File: src/rtl/iir_biquad_mac_sched.sv
`default_nettype none
// ============================================================================
// Module  : iir_biquad_mac_sched
// Purpose : Time-multiplexed direct-form-I biquad. One registered signed
//           multiplier is sequenced through five products per sample,
//           y = b0*x + b1*x1 + b2*x2 - a1*y1 - a2*y2. The result is
//           floor-truncated to the sample format and saturated.
//           Coefficients are written to shadow registers and committed to
//           the active set when the next sample is accepted.
// Ports   : CLK, RST (async, active low)
//           in_data/in_valid/in_ready     : sample input handshake
//           coef_we/coef_addr/coef_data   : coefficient shadow write port
//           hist_clr                      : clear history, abort computation
//           out_data/out_valid/out_sat    : result, 1-cycle pulse, clamp flag
// Revision: 1.0 - initial release
// ============================================================================
module iir_biquad_mac_sched #(
  parameter int WI  = 4,
  parameter int WF  = 12,
  parameter int WIC = 2,
  parameter int WFC = 14,
  parameter int WG  = 3
) (
  input  logic               CLK,
  input  logic               RST,
  input  logic [WI+WF-1:0]   in_data,
  input  logic               in_valid,
  output logic               in_ready,
  input  logic               coef_we,
  input  logic [2:0]         coef_addr,
  input  logic [WIC+WFC-1:0] coef_data,
  input  logic               hist_clr,
  output logic [WI+WF-1:0]   out_data,
  output logic               out_valid,
  output logic               out_sat
);

  localparam int WS = WI + WF;    // sample width
  localparam int WC = WIC + WFC;  // coefficient width
  localparam int WP = WS + WC;    // full-precision product width
  localparam int WA = WG + WP;    // accumulator width
  localparam int WR = WA - WFC;   // accumulator after dropping WFC fraction bits

  localparam logic [2:0] S_IDLE  = 3'd0;
  localparam logic [2:0] S_MUL0  = 3'd1;
  localparam logic [2:0] S_MUL1  = 3'd2;
  localparam logic [2:0] S_MUL2  = 3'd3;
  localparam logic [2:0] S_MUL3  = 3'd4;
  localparam logic [2:0] S_MUL4  = 3'd5;
  localparam logic [2:0] S_DRAIN = 3'd6;
  localparam logic [2:0] S_OUT   = 3'd7;

  logic [2:0]    state_q, state_d;
  logic [WS-1:0] x_q, x_d, x1_q, x1_d, x2_q, x2_d, y1_q, y1_d, y2_q, y2_d;
  logic [WA-1:0] acc_q, acc_d;
  logic [WP-1:0] prod_q, prod_d;
  logic [WC-1:0] shadow_q [5];
  logic [WC-1:0] active_q [5];
  logic          pending_q, pending_d;
  logic [WS-1:0] out_data_q, out_data_d;
  logic          out_valid_q, out_valid_d;
  logic          out_sat_q, out_sat_d;

  logic          accept;
  logic          wr_ok;
  logic [WS-1:0] op_s;
  logic [WC-1:0] op_c;
  logic [WP-1:0] op_s_ext, op_c_ext;
  logic [WA-1:0] prod_ext;
  logic [WR-1:0] rs;
  logic          ovf;
  logic [WS-1:0] y_sat;

  assign in_ready = (state_q == S_IDLE);
  // hist_clr wins over an accept on the same edge
  assign accept   = in_valid & in_ready & ~hist_clr;
  assign wr_ok    = coef_we & (coef_addr < 3'd5);

  // Operand issue: one (coefficient, sample) pair per MUL state
  always_comb begin
    op_s = '0;
    op_c = '0;
    case (state_q)
      S_MUL0: begin op_s = x_q;  op_c = active_q[0]; end
      S_MUL1: begin op_s = x1_q; op_c = active_q[1]; end
      S_MUL2: begin op_s = x2_q; op_c = active_q[2]; end
      S_MUL3: begin op_s = y1_q; op_c = active_q[3]; end
      S_MUL4: begin op_s = y2_q; op_c = active_q[4]; end
      default: ;
    endcase
  end

  // Sign-extend both operands to the product width so an unsigned
  // WP x WP multiply yields the exact signed product in its low WP bits.
  assign op_s_ext = {{WC{op_s[WS-1]}}, op_s};
  assign op_c_ext = {{WS{op_c[WC-1]}}, op_c};
  assign prod_d   = op_s_ext * op_c_ext;
  assign prod_ext = {{WG{prod_q[WP-1]}}, prod_q};

  // Dropping the low bits of a two's-complement value is a floor.
  assign rs    = acc_q[WA-1:WFC];
  assign ovf   = (rs[WR-1:WS-1] != {(WR-WS+1){rs[WR-1]}});
  assign y_sat = ovf ? {rs[WR-1], {(WS-1){~rs[WR-1]}}} : rs[WS-1:0];

  // The product register lags issue by one state, so MUL1..MUL3 add
  // products 0..2 and MUL4/DRAIN subtract the feedback products 3..4.
  always_comb begin
    state_d     = state_q;
    x_d         = x_q;
    x1_d        = x1_q;
    x2_d        = x2_q;
    y1_d        = y1_q;
    y2_d        = y2_q;
    acc_d       = acc_q;
    out_data_d  = out_data_q;
    out_valid_d = 1'b0;
    out_sat_d   = 1'b0;
    pending_d   = (pending_q & ~accept) | wr_ok;
    case (state_q)
      S_IDLE: begin
        if (accept) begin
          x_d     = in_data;
          acc_d   = '0;
          state_d = S_MUL0;
        end
      end
      S_MUL0: state_d = S_MUL1;
      S_MUL1: begin acc_d = acc_q + prod_ext; state_d = S_MUL2;  end
      S_MUL2: begin acc_d = acc_q + prod_ext; state_d = S_MUL3;  end
      S_MUL3: begin acc_d = acc_q + prod_ext; state_d = S_MUL4;  end
      S_MUL4: begin acc_d = acc_q - prod_ext; state_d = S_DRAIN; end
      S_DRAIN: begin acc_d = acc_q - prod_ext; state_d = S_OUT;  end
      S_OUT: begin
        out_valid_d = 1'b1;
        out_sat_d   = ovf;
        out_data_d  = y_sat;
        x2_d        = x1_q;
        x1_d        = x_q;
        y2_d        = y1_q;
        y1_d        = y_sat;
        state_d     = S_IDLE;
      end
      default: state_d = S_IDLE;
    endcase
    if (hist_clr) begin
      state_d     = S_IDLE;
      x1_d        = '0;
      x2_d        = '0;
      y1_d        = '0;
      y2_d        = '0;
      acc_d       = '0;
      out_data_d  = out_data_q;
      out_valid_d = 1'b0;
      out_sat_d   = 1'b0;
    end
  end

  always_ff @(posedge CLK or negedge RST) begin
    if (!RST) begin
      state_q     <= S_IDLE;
      x_q         <= '0;
      x1_q        <= '0;
      x2_q        <= '0;
      y1_q        <= '0;
      y2_q        <= '0;
      acc_q       <= '0;
      prod_q      <= '0;
      pending_q   <= 1'b0;
      out_data_q  <= '0;
      out_valid_q <= 1'b0;
      out_sat_q   <= 1'b0;
      for (int i = 0; i < 5; i++) begin
        shadow_q[i] <= '0;
        active_q[i] <= '0;
      end
    end else begin
      state_q     <= state_d;
      x_q         <= x_d;
      x1_q        <= x1_d;
      x2_q        <= x2_d;
      y1_q        <= y1_d;
      y2_q        <= y2_d;
      acc_q       <= acc_d;
      prod_q      <= prod_d;
      pending_q   <= pending_d;
      out_data_q  <= out_data_d;
      out_valid_q <= out_valid_d;
      out_sat_q   <= out_sat_d;
      // Commit reads the pre-write shadow; a same-edge write stays pending.
      for (int i = 0; i < 5; i++) begin
        if (accept && pending_q) active_q[i] <= shadow_q[i];
        if (wr_ok && (coef_addr == 3'(i))) shadow_q[i] <= coef_data;
      end
    end
  end

  assign out_data  = out_data_q;
  assign out_valid = out_valid_q;
  assign out_sat   = out_sat_q;

endmodule
`default_nettype wire

File: config.mk
export PLATFORM = sky130hd
export DESIGN_NAME = iir_biquad_mac_sched
export DESIGN_NICKNAME = d
export VERILOG_FILES = /design/src/rtl/iir_biquad_mac_sched.sv
export SDC_FILE = /design/constraint.sdc
export NUM_CORES = 1
export LEC_CHECK = 0
export ABC_AREA = 0
export BUFFER_PORTS_ARGS = -buffer_cell sky130_fd_sc_hd__buf_4
export CAP_MARGIN = 5
export CORE_MARGIN = 2
export CORE_UTILIZATION = 65
export CTS_CLUSTER_DIAMETER = 120
export DETAILED_ROUTE_END_ITERATION = 8
export GPL_ROUTABILITY_DRIVEN = 0
export PLACE_DENSITY = 0.82
export SYNTH_ARGS = -nofsm -noshare
export SYNTH_HDL_FRONTEND = slang
export SYNTH_SLANG_ARGS = --single-unit
File: constraint.sdc
create_clock -name CLK -period 8.85 [get_ports CLK]
set_input_delay 0.885 -clock CLK [delete_from_list [all_inputs] [get_ports CLK]]
set_output_delay 0.885 -clock CLK [all_outputs]
set_load 0.03 [all_outputs]
==> impl_summary.txt <==
----------------------------------------------------
[Critical path]
  Critical path required time ... 9.24 ns
  Sort of element at the end of the critical path ... flip-flop
  CP arrival ... 8.83 ns
  Maximum fanout along the worst path ... 27
  Startpoint of the most critical register-to-register path ... state_q[2]$_DFFE_PN0P_
  Count of cells along the worst register-to-register path ... 24
  Setup crit start kind ... flip-flop
  Path type of the worst setup path ... flip-flop to flip-flop
  Reg2Reg Capture Point ... prod_q[31]$_DFF_PN0_
  R2R setup slack ... 0.41 ns

[Detailed routing]
  Violation count after the first detailed-route iteration ... 1766
  First drt pass iteration count ... 9
  DRC viols ... 0
  Post-route ant nets ... 0
  WL final ... 67900 um
  Post-detailed-route wirelength per cell ... 22.0 um
  Vias ... 19400
  Via-per-instance ratio ... 6.25

[Yosys]
  Area fraction in and, or, nand and nor cells after synthesis ... 11.2%
  Average cell area after synthesis ... 10.2 um^2
  Post-Syn Instances ... 2503
  Most used flip-flop cell after synthesis ... sky130_fd_sc_hd__dfrtp_1
  Post-synthesis register bit count ... 329
  Post-synthesis xor/xnor area fraction ... 2.96%
  Main combinational cell family by area after synthesis ... adder cells
  Post-synthesis mux area share ... 8.80%
  Share of the synthesized area in compound gates (AO/OA/AOI/OAI) ... 11.6%
  Cell area after technology mapping ... 25500 um^2
  Synthesis warning total ... 0
  Adder-cell share of the synthesized area ... 26.6%
  Distinct cell type count after synthesis ... 71
  Async set-or-reset flop fraction in the synthesized netlist ... 100%
  Syn Nets ... 2926
  Post-synth EDFFs ... 0
  Post-synthesis sequential area ratio ... 32.3%

[Die]
  Area enclosed by the die boundary ... 40800 um^2
  Placeable core region ... 38600 um^2
  Die Y ... 202 um
  Die W ... 202 um
  Top-Level Pins ... 59
  Starting density of the core ... 65.9%
  Num rows ... 72

[Timing]
  Slew Viols, Final ... 0
  Achievable frequency ... 0.119 GHz
  Final count of hold timing violations ... 0
  Worst setup margin ... 0.412 ns
  Pin slew with the least headroom to its limit ... 1.23 ns
  Unrepaired setup endpoints after global routing ... false
  Final Setup Violations ... 0
  Relative max-transition margin ... 17.7%
  Final min period ... 8.44 ns
  Ratio of final minimum period to clock period ... 95.3%
  Total negative setup slack ... 0 ns
  Worst hold margin ... 0.419 ns
  Final worst clock skew ... 0.0416 ns

[CTS]
  TritonCTS Buffers ... 36
  Insertion delay of the later-clocked pin in the worst-skew pair ... 0.57 ns
  Buffers from clock root to sink, at most ... 3
  Clock sink count ... 329
  Clock slew seen by the registers of the worst setup and hold paths ... 0.07 ns
  H-tree depth reported by CTS ... 2
  Master cell of the clock root buffer ... sky130_fd_sc_hd__clkbuf_16
  TritonCTS clock tree ... done

[Cells and area]
  Share of cells above drive strength 1 ... 15.1%
  Leading cell types in the layout, fill and taps excluded ... 335 x sky130_fd_sc_hd__inv_1, 326 x sky130_fd_sc_hd__dfrtp_1, 264 x sky130_fd_sc_hd__fa_1, 248 x sky130_fd_sc_hd__nor2_1, 215 x sky130_fd_sc_hd__nand2_1
  ANT cells ... 0
  Most frequent standard cell in the layout excluding fill and tap cells ... sky130_fd_sc_hd__inv_1
  Net total in the final layout ... 2976
  Finished Cell Area ... 27900 um^2
  Synth-to-layout area growth ... 9.65%

[Global route]
  Overall global routing resource usage ... 34.4%
  Remaining Overflow, GRT ... 0
  First-pass GRT wire length ... 110000 um
  Largest net degree at the start of global routing ... 190
  Number of global-route vias before repair ... 20700
  Antenna violations before repair ... 0

[Placed design]
  Cell area reported after detailed placement ... 26700 um^2
  Placed wire-length estimate ... 50800 um
  # port buffers ... 58
  Worst setup slack after placement ... 0.576 ns

[Flow run]
  Number of maximum-capacitance violations ... 0

[Power]
  Maximum ir drop on the vdd rail ... 0.000212 V
  Areal power density over the cells ... 192 nW/um^2
  Cell leakage power ... 13.8 nW

[Run status]
  Status ... complete, no violations

[Hold path]
  Class of the worst hold path ... input port to asynchronous set/reset pin

----------------------------------------------------
-- kinds of logic (layout without fill, tap and decap cells) --
family | count (synthesis) | after routing
flip-flops | 329 | 329
AND/OR/NAND/NOR | 644 | 644
AO/OA/AOI/OAI | 420 | 420
buffers and inverters | 439 | 512
adder cells (fa/ha/maj) | 383 | 383
multiplexers | 202 | 202
XOR/XNOR | 86 | 86
-- report_power, final --
part           switching, mW  internal [mW]  total (mW)
combinational           1.03          0.740        1.77
clock                  0.641          0.962        1.60
sequential             0.203           1.79        2.00
total                   1.88           3.50        5.37
-- critical path, cell delays in order (launching register included) --
cell and delay [ns]:
sky130_fd_sc_hd__dfrtp_2 0.54, sky130_fd_sc_hd__clkinv_1 0.24, sky130_fd_sc_hd__nand2_1 0.21, sky130_fd_sc_hd__o21ai_2 0.91, sky130_fd_sc_hd__nand2_1 0.52, sky130_fd_sc_hd__or2_2 0.46
sky130_fd_sc_hd__fa_1 0.51, sky130_fd_sc_hd__fa_1 0.50, sky130_fd_sc_hd__fa_1 0.56, sky130_fd_sc_hd__inv_1 0.06, sky130_fd_sc_hd__fa_1 0.44, sky130_fd_sc_hd__fa_1 0.51
sky130_fd_sc_hd__inv_1 0.05, sky130_fd_sc_hd__fa_1 0.47, sky130_fd_sc_hd__inv_1 0.04, sky130_fd_sc_hd__ha_1 0.33, sky130_fd_sc_hd__a21o_1 0.21, sky130_fd_sc_hd__a21o_1 0.19
sky130_fd_sc_hd__nand2_1 0.09, sky130_fd_sc_hd__nand2_1 0.10, sky130_fd_sc_hd__o41ai_2 0.50, sky130_fd_sc_hd__a21oi_1 0.17, sky130_fd_sc_hd__a211oi_1 0.36, sky130_fd_sc_hd__a21oi_1 0.13
sky130_fd_sc_hd__xnor2_1 0.15
-- state kept, by name, indices dropped and copies added (netlist names) --
name       cells
acc_q         35
active_q      80
out_data      16
out_sat        1
out_valid      1
pending_q      1
prod_q        32
shadow_q      80
state_q        3
x1_q          16
x2_q          16
x_q           16
y1_q          16
y2_q          16
-- worst max path at each step --
stage                                 startpoint                    to  slack, ns  cells after the start
after CTS                 state_q[2]$_DFFE_PN0P_  prod_q[31]$_DFF_PN0_       0.48                     26
final                     state_q[2]$_DFFE_PN0P_  prod_q[31]$_DFF_PN0_       0.41                     24
after global routing      state_q[2]$_DFFE_PN0P_  prod_q[31]$_DFF_PN0_       0.04                     24
after floorplan           state_q[0]$_DFFE_PN0P_  prod_q[31]$_DFF_PN0_       1.44                     30
after detailed placement  state_q[2]$_DFFE_PN0P_  prod_q[31]$_DFF_PN0_       0.58                     24
after global placement    state_q[2]$_DFFE_PN0P_  prod_q[31]$_DFF_PN0_       0.78                     24
-- through the flow --
step | total power [mW] | cells | util [%]
floorplan | 3.19 | 2503 | -
global placement | 3.63 | 3033 | 69.0
CTS | 5.34 | 3094 | 72.3
finish | 5.37 | 3094 | 72.3
detailed placement | 3.73 | 3033 | 69.0
global route | 5.63 | 3094 | 72.3
-- metal layers --
metal | up-vias | GRT usage, % | wire, um
li1 | 8391 | - | -
met1 | 9610 | 42.9 | 25400
met2 | 1025 | 56.0 | 32100
met3 | 324 | 7.82 | 6130
met4 | 2 | 19.0 | 4290
met5 | - | 0 | 25
-- repair_timing --
item                       CTS  global route
gates resized for setup      0             1
hold buffers                 0             0
setup endpoints to repair    0             1
setup buffers                0             0
-- Yosys cell counts (9+ instances only) --
cell type	n	area, um^2
sky130_fd_sc_hd__nor3_1	28	140
sky130_fd_sc_hd__dfrtp_1	329	8230
sky130_fd_sc_hd__o211ai_1	10	75.1
sky130_fd_sc_hd__xnor2_1	49	429
sky130_fd_sc_hd__a21oi_1	73	365
sky130_fd_sc_hd__ha_1	119	1490
sky130_fd_sc_hd__and3_1	9	56.3
sky130_fd_sc_hd__o21a_1	12	90.1
sky130_fd_sc_hd__a22oi_1	16	120
sky130_fd_sc_hd__nand2_1	216	811
sky130_fd_sc_hd__clkbuf_1	82	308
sky130_fd_sc_hd__or2_2	15	93.8
sky130_fd_sc_hd__o21ai_0	75	375
sky130_fd_sc_hd__buf_2	9	45.0
sky130_fd_sc_hd__mux2i_1	26	260
sky130_fd_sc_hd__nand2b_1	15	93.8
sky130_fd_sc_hd__fa_1	264	5290
sky130_fd_sc_hd__mux2_2	176	1980
sky130_fd_sc_hd__a221oi_1	9	78.8
sky130_fd_sc_hd__a21o_1	65	488
sky130_fd_sc_hd__a22o_1	59	517
sky130_fd_sc_hd__inv_1	335	1260
sky130_fd_sc_hd__nor2_1	250	938
sky130_fd_sc_hd__or3_1	19	119
sky130_fd_sc_hd__nand3_1	26	130
sky130_fd_sc_hd__a221o_1	10	100
sky130_fd_sc_hd__xor2_1	37	324
sky130_fd_sc_hd__nor2b_1	22	138
sky130_fd_sc_hd__buf_1	10	37.5
-- layout make-up --
class / count / area (um^2)
clock buffer: 46 / 1010
clock inverter: 15 / 265
fill: 2598 / 10700
inverter: 338 / 1270
multi-input combinational: 1735 / 15600
sequential: 329 / 8240
tap: 518 / 648
timing repair buffer: 113 / 868
Power figures use the tool's default switching activity.
